## src/rtl/prio_enc_pkg.sv

```systemverilog
// Shared constants, state encoding and width helper for the pipelined priority encoder.
package prio_enc_pkg;

    localparam int PRIO_FIXED = 0;
    localparam int PRIO_RR    = 1;

    typedef enum logic {
        EMPTY = 1'b0,
        FULL  = 1'b1
    } state_t;

    // Index width that never collapses to zero bits.
    function automatic int clog2_min1(input int n);
        return (n <= 2) ? 1 : $clog2(n);
    endfunction

endpackage

```

## src/rtl/prio_enc_pipe_find_first.sv

```systemverilog
// Combinational first-set-bit search starting at a given pointer, wrapping N-1 -> 0.
module prio_find_first
    import prio_enc_pkg::*;
#(
    parameter int N = 4,
    parameter int W = clog2_min1(N)
) (
    input  logic [N-1:0] vec,
    input  logic [W-1:0] start,
    output logic [W-1:0] idx,
    output logic         hit,
    output logic [N-1:0] onehot
);

    int pos;

    always_comb begin
        idx    = '0;
        hit    = 1'b0;
        onehot = '0;
        pos    = 0;
        for (int k = 0; k < N; k++) begin
            pos = (int'(start) + k) % N;
            if (!hit && vec[W'(pos)]) begin
                hit              = 1'b1;
                idx              = W'(pos);
                onehot[W'(pos)]  = 1'b1;
            end
        end
    end

endmodule

```

## src/rtl/prio_enc_pipe.sv

```systemverilog
// Registered N-to-log2(N) priority encoder with valid/ready on both sides.
// Optional out_multi ambiguity flag enabled by PRIO_ENC_MULTIHOT_ERR_EN.
//
// state | meaning
// EMPTY | no result held
// FULL  | result held in output register
module prio_enc_pipe
    import prio_enc_pkg::*;
#(
    parameter int N       = 4,
    parameter int W       = clog2_min1(N),
    parameter int RR_MODE = PRIO_FIXED
) (
    input  logic         clk,
    input  logic         rst_n,
    input  logic         in_valid,
    output logic         in_ready,
    input  logic [N-1:0] in_req,
    output logic         out_valid,
    input  logic         out_ready,
    output logic [W-1:0] out_idx,
    output logic         out_hit,
`ifdef PRIO_ENC_MULTIHOT_ERR_EN
    output logic         out_multi,
`endif
    output logic [N-1:0] out_onehot
);

    localparam logic ST_EMPTY = EMPTY;
    localparam logic ST_FULL  = FULL;

    logic         state;
    logic [W-1:0] rr_ptr;
    logic [W-1:0] ptr_next;
    logic [W-1:0] start;
    logic [W-1:0] sel_idx;
    logic         sel_hit;
    logic [N-1:0] sel_onehot;
    logic         accept;
    logic         fire;

    assign out_valid = (state == ST_FULL);
    assign in_ready  = (state == ST_EMPTY) || out_ready;
    assign accept    = in_valid && in_ready;
    assign fire      = out_valid && out_ready;

    // The pointer advances on a completed hit handoff; a same-cycle accept sees the new value.
    always_comb begin
        ptr_next = rr_ptr;
        if (fire && out_hit)
            ptr_next = (out_idx == W'(N - 1)) ? '0 : out_idx + W'(1);
    end

    assign start = (RR_MODE == PRIO_RR) ? ptr_next : '0;

    prio_find_first #(.N(N), .W(W)) u_find (
        .vec    (in_req),
        .start  (start),
        .idx    (sel_idx),
        .hit    (sel_hit),
        .onehot (sel_onehot)
    );

    always_ff @(posedge clk or negedge rst_n) begin
        if (!rst_n) begin
            state      <= ST_EMPTY;
            rr_ptr     <= '0;
            out_idx    <= '0;
            out_hit    <= 1'b0;
            out_onehot <= '0;
        end else begin
            rr_ptr <= ptr_next;
            if (accept) begin
                state      <= ST_FULL;
                out_idx    <= sel_idx;
                out_hit    <= sel_hit;
                out_onehot <= sel_onehot;
            end else if (fire) begin
                state <= ST_EMPTY;
            end
        end
    end

`ifdef PRIO_ENC_MULTIHOT_ERR_EN
    always_ff @(posedge clk or negedge rst_n) begin
        if (!rst_n)
            out_multi <= 1'b0;
        else if (accept)
            out_multi <= |(in_req & (in_req - N'(1)));
    end
`endif

endmodule

```

## config.mk

```make
export PLATFORM = sky130hd
export DESIGN_NAME = prio_enc_pipe
export DESIGN_NICKNAME = d
export VERILOG_FILES = /design/src/rtl/prio_enc_pkg.sv /design/src/rtl/prio_enc_pipe_find_first.sv /design/src/rtl/prio_enc_pipe.sv
export SDC_FILE = /design/constraint.sdc
export NUM_CORES = 1
export LEC_CHECK = 0
export BUFFER_PORTS_ARGS = -buffer_cell sky130_fd_sc_hd__buf_2
export CORE_ASPECT_RATIO = 0.8
export CORE_MARGIN = 8
export CORE_UTILIZATION = 30
export DETAILED_ROUTE_END_ITERATION = 10
export GPL_TIMING_DRIVEN = 0
export PLACE_DENSITY = 0.45
export SLEW_MARGIN = 30
export SYNTH_ARGS = -nofsm -noshare
export SYNTH_HDL_FRONTEND = slang
export SYNTH_HIERARCHICAL = 1
export SYNTH_SLANG_ARGS = --single-unit
```

## constraint.sdc

```tcl
create_clock -name clk -period 1.4 [get_ports clk]
set_clock_uncertainty 0.15 [all_clocks]
set_input_delay 0.28 -clock clk [delete_from_list [all_inputs] [get_ports clk]]
set_output_delay 0.28 -clock clk [all_outputs]
set_load 0.1 [all_outputs]
```

## Yosys cells after proc, flatten, opt, wreduce, memory -nomap -nowiden

Cells that the tools add are included.

- Register bits: 8
- Bits of input ports: 8
- Output and inout port bits: 9
- Word-level logic and storage cells: 18

- Multiplexer cells: 7
- Bitwise operators: 1
- Reductions and logical operators: 6

Operators by type and width:

| kind | count |
|---|---|
| $mux W1 | 6 |
| $logic_and A1 B1 Y1 | 3 |
| $mux W2 | 1 |
| $reduce_bool A2 Y1 | 1 |
| $logic_not A1 Y1 | 1 |
| $logic_or A1 B1 Y1 | 1 |
| $not A1 Y1 | 1 |

## Logic depth before layout (Yosys ltp)

- Depth after elaboration: 4
- Gate-level depth with buffers: 9
- Gate-level depth less buffers: 8

## Modules after synthesis

The synthesis kept the hierarchy.

Modules (own cells, without submodules):

| module | times used | cells each | area an instance (um2) | seq. area each (um2) |
|---|---|---|---|---|
| prio_find_first | 1 | 56 | 506.7 | 0.0 |
| prio_enc_pipe | 1 | 19 | 341.6 | 200.2 |

## Worst setup path before layout

OpenSTA, ideal clock, no wires.

- Path type: register -> register
- From: register state, in the netlist out_valid
- To: register out_hit
- Arrival: 1,875 ps
- Data required time: 1,125 ps
- Setup slack: -751 ps
- Stages on the path, launching flop included: 4
- Clock period less this slack: 2,151 ps
- Path through: dfrtp_1 > nand2b_4 > nand2_4 > mux2_4

- Word-level cells in the longest chain between the ends: 3

RTL lines:

| what | line | RTL |
|---|---|---|
| start, declared | prio_enc_pipe.sv:32 | `logic state;` |
| start signal, assigned | prio_enc_pipe.sv:66 | `state <= ST_EMPTY;` |
| start signal, assigned | prio_enc_pipe.sv:74 | `state <= ST_FULL;` |
| start signal, assigned | prio_enc_pipe.sv:79 | `state <= ST_EMPTY;` |
| $not A1 Y1 | prio_enc_pipe.sv:43 | `assign in_ready = (state == ST_EMPTY) \|\| out_ready;` |
| $logic_or A1 B1 Y1 | prio_enc_pipe.sv:43 |  |
| via in_ready | prio_enc_pipe.sv:17 | `output logic in_ready,` |
| $logic_and A1 B1 Y1 | prio_enc_pipe.sv:44 | `assign accept = in_valid && in_ready;` |
| end signal, assigned | prio_enc_pipe.sv:76 | `out_hit <= sel_hit;` |
| end, declared | prio_enc_pipe.sv:22 | `output logic out_hit,` |

The timed path passes the listed nets, and every way through them passes these cells.
A chain may end at the register's enable or synchronous reset.

==> reports/metrics.cfg <==
[run_status]
status=finished with violations
violations=setup timing

[place]
io_buffers=16
dp_cells=139
dp_slack_ns=-0.655
gp_congestion=0.745
hpwl_mm=1.46

[setup_path]
cp-end-kind=flop
slowest_delay_ns=0.51
required_ns=1.38
cp.arrival_ns=1.67
crit_family=multiplexers
critPathLaunchType=primary input
path_cells=buf_2 > mux4_2 > nor3_2 > or2b_1 > mux2_4
critPathKind=in2reg
crit_fanout=6
critPathSlowestCell=mux4_2
cp_num_buf_inv=1

[clock_network]
path_clk_slew_ns=0.06
cts_buffers=3
cts.sinks=8
root_buffer=clkbuf_4
cts_max_level=1
cts_tree=built
cts_buffer_depth=2
insertion_delay_ns=0.26

[drt]
dr.first_iter.drc_count=21
dr.pass1.iters=4
antenna_left=0
dr_total_vias=707
routedWlPerCell_um=12.6
routed_wl_mm=1.93
drc=0
via_per_inst=4.62

[cells_and_area]
multi_input_comb_area_um2=657
antenna_cells=0
seq_area_um2=204
drive_gt1_share_pct=46.1
fin_cells=153
fillCellCount=281
area_growth_pct=42.6
fin_nets=132

[yosys]
synthAdderAreaFrac_pct=11.8
postSynth.topFlopCell=dfrtp_1
synth_warnings=6
yosysTopAreaCell=dfrtp_1
synth_top_family_by_area=multiplexers
synth_xor_area_share_pct=0
synth_top_area_share_pct=23.6
muxShareOfSynthArea_pct=29.9
synth_simple_gate_area_share_pct=15.5
synthArstFlopShare_pct=100
avgSynthCellArea_um2=11.3
synth-edff-count=0
synth_seq_cells=8
synth_cell_type_count=30
synth_compound_area_share_pct=13.4
mappedNetlistArea_um2=848
ys_seq_area_share_pct=23.6
yosys-top-cells-area=dfrtp_1 24%, mux2_4 12%, ha_1 12%
postSynthCellCount=75

[timing]
setup_violations=6
rsz0062_at_grt=yes
setup_tns_ns=-1.29
min_period_ns=1.69
hold_violations=0
fmax_ghz=0.592
setup_slack_ns=-0.289
slew_violations=0
fin_crit_sh_pct=121

[floorplanning]
initial_core_util_pct=31.2
die_area_um2=4800
die_height_um=63.6
rows=17
coreArea_um2=2720
die-width_um=75.5
ioPinCount=17

[hold_path]
hp-class=in2reg

[job]
drv_cap=0

[grt]
grt_usage_pct=8.00
antenna_found_initial=0
grt_pass1_wl_mm=3.06
grt_start_max_net_pins=11
grt_pass1_vias=682
grt_remaining_overflow=0

[power_and_ir_drop]
ir_drop_mv=0.247
seqPwrFrac_pct=24.6
clkPwrFrac_pct=15.7
switching_share_pct=46.6
powerDensity_nw_per_um2=987
power.leakage_nw=0.567
p_int_uw=638
fin_total_pwr_mw=1.19
p_switching_uw=556
p_comb_share_pct=59.7

cells in the final DEF (no fill, tap or decap), types with 4 or more instances in the layout:
cell type  Yosys  final
buf_6          3      5
mux2_4         7      7
mux2_2         4      4
mux4_2         3      4
ha_1           8      8
nor2_1         5      5
buf_4          0     15
dfrtp_1        8      7
conb_1         1     11
buf_2          0      4
cells by family after synthesis:
family | count (synthesis)
AND/OR/NAND/NOR | 20
AO/OA/AOI/OAI | 16
multiplexers | 16
adder cells (fa/ha/maj) | 8
flip-flops | 8
buffers and inverters | 6
other | 1
worst reg2reg max path, cell delays in order (launching register included):
cell	delay, ns
dfrtp_4	0.50
nand2b_4	0.13
nand2_8	0.09
mux2_4	0.30
power by group through the flow:
| stage | Clock, mW | Sequential, mW | Combinational (mW) |
|---|---|---|---|
| 2_1_floorplan | 0 | 0.568 | 0.240 |
| 3_3_place_gp | 0 | 0.293 | 0.604 |
| 3_5_place_dp | 0 | 0.295 | 0.604 |
| 4_1_cts | 0.196 | 0.295 | 0.669 |
| 5_1_grt | 0.213 | 0.301 | 0.750 |
| 6_report | 0.187 | 0.294 | 0.713 |
per-layer routing:
metal,vias to the layer above,global-route usage [%],share of wire (%)
li1,350,-,-
met5,-,0,0
met3,4,1.58,7.8
met2,19,12.3,46
met4,0,4.31,1.4
met1,334,10.1,45
Yosys cell counts, types with 2 or more instances:
library cell and number:
a221o_1 3, ha_1 8, mux2_4 7, mux4_2 3
nand2b_1 3, buf_6 3, or2b_1 2, o21ai_0 5
a22oi_1 4, nor2_1 5, mux2_2 4, inv_1 3
dfrtp_1 8
final cells by class:
type	count	area share (%)
multi-input combinational	71	54.3
clock buffer	4	2.17
inverter	3	0.931
buffer	3	2.79
timing repair buffer	26	19.0
tap	38	3.93
sequential	8	16.9
worst paths after layout:
path / from / endpoint / slack (ns) / cells after the start
max in group asynchronous: rst_n / out_valid$_DFFE_PN0P_ / 0.67 / 2
worst min-delay path: in_valid / out_valid$_DFFE_PN0P_ / 0.16 / 2
min in group asynchronous: rst_n / out_onehot[0]$_DFFE_PN0P_ / 0.25 / 2
worst max register to register: out_valid$_DFFE_PN0P_ / out_idx[0]$_DFFE_PN0P_ / 0.11 / 3
worst min register to register: out_onehot[3]$_DFFE_PN0P_ / out_onehot[3]$_DFFE_PN0P_ / 0.36 / 1
worst max-delay path: in_req[2] / out_hit$_DFFE_PN0P_ / -0.29 / 5
flip-flops by register name, indices dropped and copies added (netlist names):
name	cells
out_onehot	4
out_idx	2
out_valid	1
out_hit	1
what timing repair did:
| action | 4_1_cts | 5_1_grt |
|---|---|---|
| pin swaps | 2 | 4 |
| gates resized for setup | 23 | 7 |
| endpoints found under the setup margin | 14 | 7 |
| hold buffers | 1 | 0 |
| setup buffers | 4 | 6 |
| endpoints found under the hold margin | 8 | 0 |
through the flow:
stage	util, %	cell area [um2]	hold slack (ns)
2_1_floorplan	-	898	-0.166
3_3_place_gp	37.7	1030	-0.0223
3_5_place_dp	37.7	1030	-0.0201
4_1_cts	42.3	1150	0.154
5_1_grt	44.4	1210	0.173
6_report	44.4	1210	0.156
No activity file was read; power rests on OpenSTA's default activity.
